**config.mk**
```make
export PLATFORM = sky130hd
export DESIGN_NAME = fifo_wr_arbiter
export DESIGN_NICKNAME = d
export VERILOG_FILES = /design/src/rtl/fifo_wr_arbiter.sv
export SDC_FILE = /design/constraint.sdc
export NUM_CORES = 1
export LEC_CHECK = 0
export ABC_AREA = 1
export BUFFER_PORTS_ARGS = -buffer_cell sky130_fd_sc_hd__buf_4
export CAP_MARGIN = 25
export CORE_MARGIN = 4
export CORE_UTILIZATION = 47
export CTS_CLUSTER_SIZE = 28
export DETAILED_ROUTE_END_ITERATION = 8
export GPL_TIMING_DRIVEN = 0
export PLACE_DENSITY = 0.89
export SYNTH_ARGS = -nofsm -noshare
export SYNTH_HDL_FRONTEND = slang
export SYNTH_SLANG_ARGS = --single-unit
export TNS_END_PERCENT = 5
```
**constraint.sdc**
```tcl
create_clock -name clk_i -period 3.5 [get_ports clk_i]
set_clock_uncertainty 0.2 [all_clocks]
set_input_delay 0.525 -clock clk_i [delete_from_list [all_inputs] [get_ports clk_i]]
set_output_delay 0.525 -clock clk_i [all_outputs]
set_load 0.005 [all_outputs]
```
**src/rtl/fifo_wr_arbiter.sv**
```systemverilog
// Round-robin write arbiter: grants one requester at a time a burst of
// up to MAX_BURST beats into a shared FIFO write port.
module fifo_wr_arbiter #(
    parameter int DATA_W    = 8,
    parameter int NUM_REQ   = 4,
    parameter int MAX_BURST = 4
) (
    input  logic                      clk_i,
    input  logic                      rst_i,
    input  logic [NUM_REQ-1:0]        req_valid_i,
    input  logic [NUM_REQ*DATA_W-1:0] req_data_i,
    output logic [NUM_REQ-1:0]        req_ready_o,
    input  logic                      fifo_full_i,
    input  logic                      fifo_overflow_i,
    output logic                      fifo_wr_en_o,
    output logic [DATA_W-1:0]         fifo_wdata_o,
    output logic [NUM_REQ-1:0]        grant_o,
    output logic                      err_o
);

    localparam int IDX_W = (NUM_REQ > 1) ? $clog2(NUM_REQ) : 1;
    localparam int CNT_W = $clog2(MAX_BURST + 1);
    localparam logic [IDX_W-1:0] LAST_RST = IDX_W'(NUM_REQ - 1);
    localparam logic [CNT_W-1:0] CNT_END  = CNT_W'(MAX_BURST - 1);

    typedef enum logic {
        IDLE,
        GRANT
    } state_t;

    state_t           state_q;
    state_t           state_d;
    logic [IDX_W-1:0] owner_q;
    logic [IDX_W-1:0] owner_d;
    logic [IDX_W-1:0] last_q;
    logic [IDX_W-1:0] last_d;
    logic [IDX_W-1:0] cand;
    logic [CNT_W-1:0] cnt_q;
    logic [CNT_W-1:0] cnt_d;
    logic             err_q;
    logic             found;
    logic             xfer;
    logic             owner_valid;

    always_ff @(posedge clk_i) begin
        if (rst_i) begin
            state_q <= IDLE;
            owner_q <= '0;
            last_q  <= LAST_RST;
            cnt_q   <= '0;
            err_q   <= 1'b0;
        end else begin
            state_q <= state_d;
            owner_q <= owner_d;
            last_q  <= last_d;
            cnt_q   <= cnt_d;
            if (fifo_overflow_i) begin
                err_q <= 1'b1;
            end
        end
    end

    always_comb begin
        state_d      = state_q;
        owner_d      = owner_q;
        last_d       = last_q;
        cnt_d        = cnt_q;
        grant_o      = '0;
        req_ready_o  = '0;
        fifo_wr_en_o = 1'b0;
        fifo_wdata_o = '0;
        found        = 1'b0;
        cand         = '0;
        xfer         = 1'b0;
        owner_valid  = req_valid_i[owner_q];

        unique case (state_q)
            IDLE: begin
                cnt_d = '0;
                // Search starts one past the previous owner and wraps.
                for (int i = 1; i <= NUM_REQ; i++) begin
                    cand = IDX_W'((int'(last_q) + i) % NUM_REQ);
                    if (!found && req_valid_i[cand]) begin
                        found   = 1'b1;
                        owner_d = cand;
                    end
                end
                if (found) begin
                    state_d = GRANT;
                end
            end
            GRANT: begin
                for (int k = 0; k < NUM_REQ; k++) begin
                    if (owner_q == IDX_W'(k)) begin
                        grant_o[k]     = 1'b1;
                        req_ready_o[k] = !fifo_full_i;
                        fifo_wdata_o   = req_data_i[k*DATA_W +: DATA_W];
                    end
                end
                xfer         = owner_valid && !fifo_full_i;
                fifo_wr_en_o = xfer;
                if (!owner_valid || (xfer && cnt_q == CNT_END)) begin
                    state_d = IDLE;
                    last_d  = owner_q;
                    cnt_d   = '0;
                end else if (xfer) begin
                    cnt_d = cnt_q + 1'b1;
                end
            end
        endcase

        // A reset cycle must never write, even if the FSM was mid-burst.
        if (rst_i) begin
            grant_o      = '0;
            req_ready_o  = '0;
            fifo_wr_en_o = 1'b0;
            fifo_wdata_o = '0;
        end
    end

    assign err_o = err_q;

endmodule

```
==> reports/results.ini, run 1 <==
[outcome]
run_status=complete, no violations

[place]
cell_area_placed_um2=1470
gp_routability_congestion=0.809
port_buffers=57
detailed_place_hpwl_mm=2.68

[floorplanning]
design.portCount=58
die_area_um2=2960
floorplan.initialDensity=0.505
chipWidth_um=54.4
placeable_core_area_um2=2000
floorplan.rows=16
die_height_um=54.4

[global_routing]
grt_pass1_vias=1294
first_pass_grt_wire_length_mm=5.56
gr-total-overflow=0
grt_antenna_before_repair=0
grt_max_degree=11
grt.total_usage=0.253

[logic_synthesis]
cell_type_with_the_highest_aggregate_area_in_the_netlist=sky130_fd_sc_hd__nand2_1
post_synthesis_cell_area_um2=1010
ys_types=27
post_synth_main_area_contributors=sky130_fd_sc_hd__nand2_1 22%, sky130_fd_sc_hd__dfxtp_1 18%, sky130_fd_sc_hd__nand3_1 7.9%
ys_seq_elements=9
syn_nets=220
synth_enable_flop_cells=0
synth_flop_cell=sky130_fd_sc_hd__dfxtp_1
synthesis.yosys.warnings=0
synth_area_per_cell_um2=5.68
synth.yosys.seq_area_share=0.178
synthesis.instances=178
synth_top_area_share=0.223
async_set_or_reset_flop_fraction_in_the_synthesized_netlist=0

[clocking]
tritoncts_buffers=3
numClockSinks=9
post_cts.resized_instances=0
clk_pin_slew_ns=0.06
cts.htree.levels=1
cts-root-buf=sky130_fd_sc_hd__clkbuf_4
cts-root-to-sink-buffers=2
clk_latency_ns=0.27
cts_setup_buffers=0
postCtsHoldBufs=0
tritoncts=done

[timing]
min_period_over_period=0.759
tightestPinTransition_ns=0.348
slew_headroom=0.767
hold-worst-slack_ns=0.243
setup-violations-final=0
hold_viol=0
setup_tns_ns=0
fin_crit_ns=2.66
final-max-slew-violation-count=0
grt_setup_unrepaired=false
fmax_ghz=0.377

[drt]
drtIter0Drc=31
route.detailed.vias_per_inst=5.15
total_vias_in_the_final_route=1369
final_antenna_net_count=0
detailedRoute.firstPassIterationCount=4
routedWlPerCell_um=12.3
route.detailed.drc=0
totalWireLength_mm=3.27

[setup_path]
worst_ep_required_time_ns=2.77
cp.buffers_inverters=3
cp-end-kind=output pin
crit_family=simple AND/OR/NAND/NOR gates
path_max_fanout=9
crit_chain=inv_1, nor2_1, clkinv_1, nor2_2, nand2_1, o31ai_1, buf_4
critPathMaxStageDelay_ns=0.37
crit_path_top_delay_cell=sky130_fd_sc_hd__dfxtp_1
cp-start-kind=flip-flop
criticalPathCategory=flip-flop to output pin
worstPathArrival_ns=1.93

[final_layout]
antenna_cells=0
area_growth_syn_to_layout_pct=48.3
post_route_cells_drive_above_1_share=0.351
final_design_area_no_fill_um2=1500
finalNetCount=282

[pwr]
worst_ir_drop_vdd_uv=392
p_total_w=0.000837
power_leakage_nw=0.777
powerDensity_nw_per_um2=559

[run]
max_cap_viols=0

[hold_path]
worst_hold_path_type=input port to flip-flop

==> layout make-up <==
type / instances / area, um2
multi-input cells: 147 / 734
repair buffers: 57 / 428
fillers: 187 / 503
clock buffers: 4 / 26.3
flip-flops and latches: 9 / 180
plain buffers: 2 / 18.8
well taps: 27 / 33.8
inverters: 20 / 77.6
==> cells by family after synthesis <==
family          Yosys count  share of synthesized area
simple gates            112                      0.505
fa+ha+maj                 2                     0.0247
compound gates           33                      0.197
flops                     9                      0.178
buf+inv                  22                     0.0953
==> path summary, 6_finish.rpt <==
kind / startpoint / cells after the start / end / slack [ns]
max: state_q$_SDFF_PP0_ / 7 / fifo_wdata_o[7] / 0.84
min: rst_i / 2 / owner_q[1]$_SDFFE_PP0P_ / 0.24
max reg2reg: last_q[0]$_SDFFE_PP1P_ / 13 / owner_q[0]$_SDFFE_PP0P_ / 1.73
min reg2reg: cnt_q[1]$_SDFFE_PP0P_ / 2 / cnt_q[1]$_SDFFE_PP0P_ / 0.27
==> per-stage QoR <==
stage,setup slack (ns),utilization,std cells
floorplan,1.42,-,178
finish,0.844,0.749,266
global placement,0.983,0.736,262
detailed placement,0.916,0.736,262
CTS,0.853,0.749,266
global route,0.581,0.749,266
==> sequential cells by signal, summed over array words and instances (netlist names) <==
name / flops
last_q: 2
state_q: 1
owner_q: 2
cnt_q: 3
err_o: 1
==> placed cells by master, fill, tap and decap left out, drive strengths merged <==
master | netlist | final
clkbuf | 0 | 4
buf | 2 | 59
ha | 2 | 2
clkinv | 1 | 1
a22oi | 1 | 1
o221ai | 1 | 1
o31ai | 3 | 3
o211ai | 2 | 2
nand3b | 2 | 2
nor2 | 18 | 18
o22ai | 2 | 2
inv | 19 | 19
o21ai | 18 | 18
nand2 | 72 | 72
nand3 | 16 | 16
a21boi | 1 | 1
dfxtp | 9 | 9
nor3 | 4 | 4
a21oi | 5 | 5
==> power breakdown <==
part	total (W)	switching, W	leakage [nW]	internal [W]
logic	0.000600	0.000366	0.688	0.000234
registers	0.000155	0.0000288	0.0741	0.000126
clock network	0.0000819	0.0000379	0.0150	0.0000440
total	0.000837	0.000433	0.777	0.000404
==> cells in the mapped netlist, types with 2 or more instances <==
cell	instances
sky130_fd_sc_hd__dfxtp_1	9
sky130_fd_sc_hd__nand3_1	16
sky130_fd_sc_hd__o31ai_1	3
sky130_fd_sc_hd__nand3b_1	2
sky130_fd_sc_hd__nor2_4	2
sky130_fd_sc_hd__nand2_2	10
sky130_fd_sc_hd__nor3_1	4
sky130_fd_sc_hd__a21oi_1	5
sky130_fd_sc_hd__o211ai_1	2
sky130_fd_sc_hd__o21ai_1	2
sky130_fd_sc_hd__nand2_1	60
sky130_fd_sc_hd__inv_1	14
sky130_fd_sc_hd__inv_2	4
sky130_fd_sc_hd__o22ai_1	2
sky130_fd_sc_hd__nor2_1	15
sky130_fd_sc_hd__o21ai_0	15
sky130_fd_sc_hd__nand2_4	2
sky130_fd_sc_hd__ha_1	2
==> layer usage <==
layer  up-vias  track usage  share of wire
li1        707            -              -
met1       617        0.298           0.42
met2        43        0.462           0.52
met3         2       0.0599          0.054
met4         0       0.0456         0.0040
met5         -            0              0
(Power assumes the default switching activity.)
==> run 2: changes to the inputs <==
Settings changed: ABC_AREA 1 to 0, CORE_UTILIZATION 47 to 38, PLACE_DENSITY 0.89 to 0.8.
Clock period 3.5 ns to 2.2 ns, I/O delays scaled along.
==> reports/results.ini, run 2 <==
[outcome]
run_status=complete, no violations  ; unchanged

[drt]
route.detailed.drc=0  ; unchanged
final_antenna_net_count=0  ; unchanged
total_vias_in_the_final_route=1051  ; was 1369
detailedRoute.firstPassIterationCount=5  ; was 4
routedWlPerCell_um=14.4  ; was 12.3 um
drtIter0Drc=17  ; was 31
totalWireLength_mm=2.74  ; was 3.27 mm
route.detailed.vias_per_inst=5.50  ; was 5.15

[setup_path]
r2r_cells=6  ; was 13
cp-end-kind=output pin  ; unchanged
criticalPathCategory=flip-flop to output pin  ; unchanged
r2r_start=cnt_q[0]$_SDFFE_PP0P_  ; was last_q[0]$_SDFFE_PP1P_
regToRegSetupSlack_ns=0.35  ; was 1.73 ns
worstPathArrival_ns=1.60  ; was 1.93 ns
path_max_fanout=8  ; was 9
critical_path.startpoint=owner_q[0]$_SDFFE_PP0P_  ; was state_q$_SDFF_PP0_
worst_ep_required_time_ns=1.67  ; was 2.77 ns
cp-start-kind=flip-flop  ; unchanged
crit-reg2reg-capture=last_q[0]$_SDFFE_PP1P_  ; was owner_q[0]$_SDFFE_PP0P_

[timing]
fmax_ghz=0.469
fin_crit_ns=2.13
grt_setup_unrepaired=false  ; unchanged
final-max-slew-violation-count=0  ; unchanged
min_period_over_period=0.969
setup_tns_ns=0  ; unchanged
hold-worst-slack_ns=0.0686  ; was 0.243 ns
slew_headroom=0.735  ; was 0.767
hold_viol=0  ; unchanged
setup-violations-final=0  ; unchanged
tightestPinTransition_ns=0.398  ; was 0.348 ns

[final_layout]
finalNetCount=206  ; was 282
final_design_area_no_fill_um2=1440  ; was 1500 um2
area_growth_syn_to_layout_pct=57.4  ; was 48.3%
post_route_cells_drive_above_1_share=0.466  ; was 0.351
largest_register_ffs=3  ; unchanged
most-common-layout-cells=57 x sky130_fd_sc_hd__buf_4, 15 x sky130_fd_sc_hd__nor2_1, 13 x sky130_fd_sc_hd__nor2b_1, 8 x sky130_fd_sc_hd__nor3_1, 8 x sky130_fd_sc_hd__dfxtp_1  ; was 60 x sky130_fd_sc_hd__nand2_1, 58 x sky130_fd_sc_hd__buf_4, 16 x sky130_fd_sc_hd__nand3_1, 15 x sky130_fd_sc_hd__nor2_1, 15 x sky130_fd_sc_hd__o21ai_0
largest_register_by_flop_count=cnt_q  ; unchanged
mostFrequentLayoutCell=sky130_fd_sc_hd__buf_4  ; was sky130_fd_sc_hd__nand2_1
antenna_cells=0  ; unchanged
registers_with_the_most_flip_flops=cnt_q x3, last_q x2, owner_q x2  ; unchanged

[logic_synthesis]
post_synth_main_area_contributors=sky130_fd_sc_hd__dfxtp_1 20%, sky130_fd_sc_hd__mux4_2 12%, sky130_fd_sc_hd__nor2b_1 8.9%  ; was sky130_fd_sc_hd__nand2_1 22%, sky130_fd_sc_hd__dfxtp_1 18%, sky130_fd_sc_hd__nand3_1 7.9%
ys_seq_elements=9  ; unchanged
synth_top_family_by_area=simple AND/OR/NAND/NOR gates  ; unchanged
synth_flop_cell=sky130_fd_sc_hd__dfxtp_1  ; unchanged
ys_types=29  ; was 27
synthesis.yosys.warnings=0  ; unchanged
synth_compound_gate_area_share=0.112  ; was 0.197
synthesis.instances=102  ; was 178
yosys.cell_count.top_type=sky130_fd_sc_hd__nor2_1  ; was sky130_fd_sc_hd__nand2_1
cell_type_with_the_highest_aggregate_area_in_the_netlist=sky130_fd_sc_hd__dfxtp_1  ; was sky130_fd_sc_hd__nand2_1
post_synthesis_cell_area_um2=913  ; was 1010 um2
synth.yosys.seq_area_share=0.197  ; was 0.178
synth.top_cells.by_count=15 x sky130_fd_sc_hd__nor2_1, 13 x sky130_fd_sc_hd__nor2b_1, 9 x sky130_fd_sc_hd__dfxtp_1, 8 x sky130_fd_sc_hd__nor3_1  ; was 60 x sky130_fd_sc_hd__nand2_1, 16 x sky130_fd_sc_hd__nand3_1, 15 x sky130_fd_sc_hd__nor2_1, 15 x sky130_fd_sc_hd__o21ai_0, 14 x sky130_fd_sc_hd__inv_1
async_set_or_reset_flop_fraction_in_the_synthesized_netlist=0  ; unchanged
synth_area_per_cell_um2=8.95  ; was 5.68 um2
synth_enable_flop_cells=0  ; unchanged
synth-xor-area-share=0  ; unchanged
syn_nets=144  ; was 220
synth.mux.area_fraction=0.264  ; was 0
synth-adder-area-share=0.0274  ; was 0.0248
synth_top_area_share=0.197  ; was 0.223
synthSimpleGateAreaFrac=0.315  ; was 0.505

[pwr]
part_of_the_power_in_registers=0.308  ; was 0.185
power_leakage_nw=0.648  ; was 0.777 nW
p_sw_w=0.000200  ; was 0.000433 W
clock_power_share=0.213  ; was 0.098
powerDensity_nw_per_um2=446  ; was 559 nW/um2
pwr-share-comb=0.479  ; was 0.717
total_internal_power_w=0.000441  ; was 0.000404 W
sw_share=0.313  ; was 0.517
worst_ir_drop_vdd_uv=321  ; was 392 uV

[clocking]
cts-root-to-sink-buffers=2  ; unchanged
clk_pin_slew_ns=0.07  ; was 0.06 ns
postCtsHoldBufs=0  ; unchanged
tritoncts_buffers=3  ; unchanged
cts-root-buf=sky130_fd_sc_hd__clkbuf_4  ; unchanged
cts.htree.levels=1  ; unchanged
clk_latency_ns=0.28  ; was 0.27 ns
numClockSinks=9  ; unchanged
tritoncts=done  ; unchanged

[global_routing]
first_pass_grt_wire_length_mm=4.39  ; was 5.56 mm
gr-total-overflow=0  ; unchanged
met1_resource_use_gr=0.184  ; was 0.298
grt_max_degree=18  ; was 11
grt.total_usage=0.169  ; was 0.253
use_met2=0.303  ; was 0.462
grt_util_met3=0.0520  ; was 0.0599
grt_antenna_before_repair=0  ; unchanged
gr-max-usage-layer=met2  ; unchanged
grt_pass1_vias=984  ; was 1294

[place]
gp_routability_congestion=0.766  ; was 0.809
cell_area_placed_um2=1360  ; was 1470 um2
detailed_place_hpwl_mm=2.18  ; was 2.68 mm
port_buffers=55  ; was 57

[hold_path]
hold_end=err_o$_SDFFE_PP0P_  ; was owner_q[1]$_SDFFE_PP0P_
hold-path-cell-count=3  ; was 2
worstHoldStart=fifo_overflow_i  ; was rst_i
worst_hold_path_type=input port to flip-flop  ; unchanged

[floorplanning]
die_area_um2=3250  ; was 2960 um2
placeable_core_area_um2=2250  ; was 2000 um2
die_height_um=57.0  ; was 54.4 um
floorplan.initialDensity=0.405  ; was 0.505
chipWidth_um=57.0  ; was 54.4 um
floorplan.rows=17  ; was 16
design.portCount=58  ; unchanged

[run]
max_cap_viols=0  ; unchanged

run 2: cell types whose count changed after synthesis, sizes merged, moves of 4 or more:
cell | previous run | this run
mux2i | 0 | 5
nor2b | 0 | 13
mux4 | 0 | 8
nand2 | 72 | 1
nand3 | 16 | 0
nand2b | 0 | 5
buf | 2 | 7
o21ai | 18 | 0
nor3 | 4 | 8
inv | 19 | 5
run 2: power groups by stage:
stage                     combinational (W)  clock, W  sequential, W
final                              0.000307  0.000137       0.000197
after detailed placement           0.000287         0       0.000197
after floorplan                    0.000180         0       0.000193
after CTS                          0.000283  0.000137       0.000193
after global placement             0.000277         0       0.000195
after global routing               0.000335  0.000148       0.000200
run 2: critical path: stages (launching register included):
cell and delay, ns:
sky130_fd_sc_hd__dfxtp_4 0.37, sky130_fd_sc_hd__buf_12 0.13, sky130_fd_sc_hd__mux4_1 0.53, sky130_fd_sc_hd__nor2b_1 0.14, sky130_fd_sc_hd__buf_4 0.14
run 2: kinds of logic after synthesis:
kind of cell,count (synthesis)
simple gates,51
compound gates,14
buf+inv,13
mux,13
flops,9
fa+ha+maj,2
run 2: timing repair:
action	in CTS	in global routing
setup endpoints to repair	2	8
gates cloned	0	1
gates resized for setup	1	6
hold endpoints to repair	0	0
buffers inserted	0	2
run 2: area by class of cell:
class	instances	area [um2]
multi-input cells	80	657
inverters	5	18.8
repair buffers	58	453
flip-flops and latches	9	184
well taps	28	35.0
fillers	183	817
plain buffers	7	63.8
clock buffers	4	26.3
run 2: worst max-delay path by stage:
stage	to	cells past startpoint	slack, ns
6_report	fifo_wdata_o[1]	4	0.07
5_1_grt	fifo_wdata_o[0]	4	0.006
4_1_cts	fifo_wdata_o[1]	4	0.02
3_5_place_dp	req_ready_o[0]	5	0.26
3_3_place_gp	req_ready_o[0]	5	0.28
2_1_floorplan	fifo_wdata_o[4]	4	0.47
run 2: metal layers:
layer / vias to the layer above / wire (um)
met1: 477 / 1060
li1: 500 / -
met4: 0 / 53
met2: 67 / 1320
met3: 7 / 308
met5: - / 0
run 2: through the flow:
stage	worst slack, ns	total power (W)	std cells	util
2_1_floorplan	0.473	0.000373	102	-
3_3_place_gp	0.285	0.000473	185	0.604
3_5_place_dp	0.261	0.000483	185	0.604
4_1_cts	0.0213	0.000613	188	0.612
5_1_grt	0.00633	0.000683	191	0.638
6_report	0.0690	0.000641	191	0.638
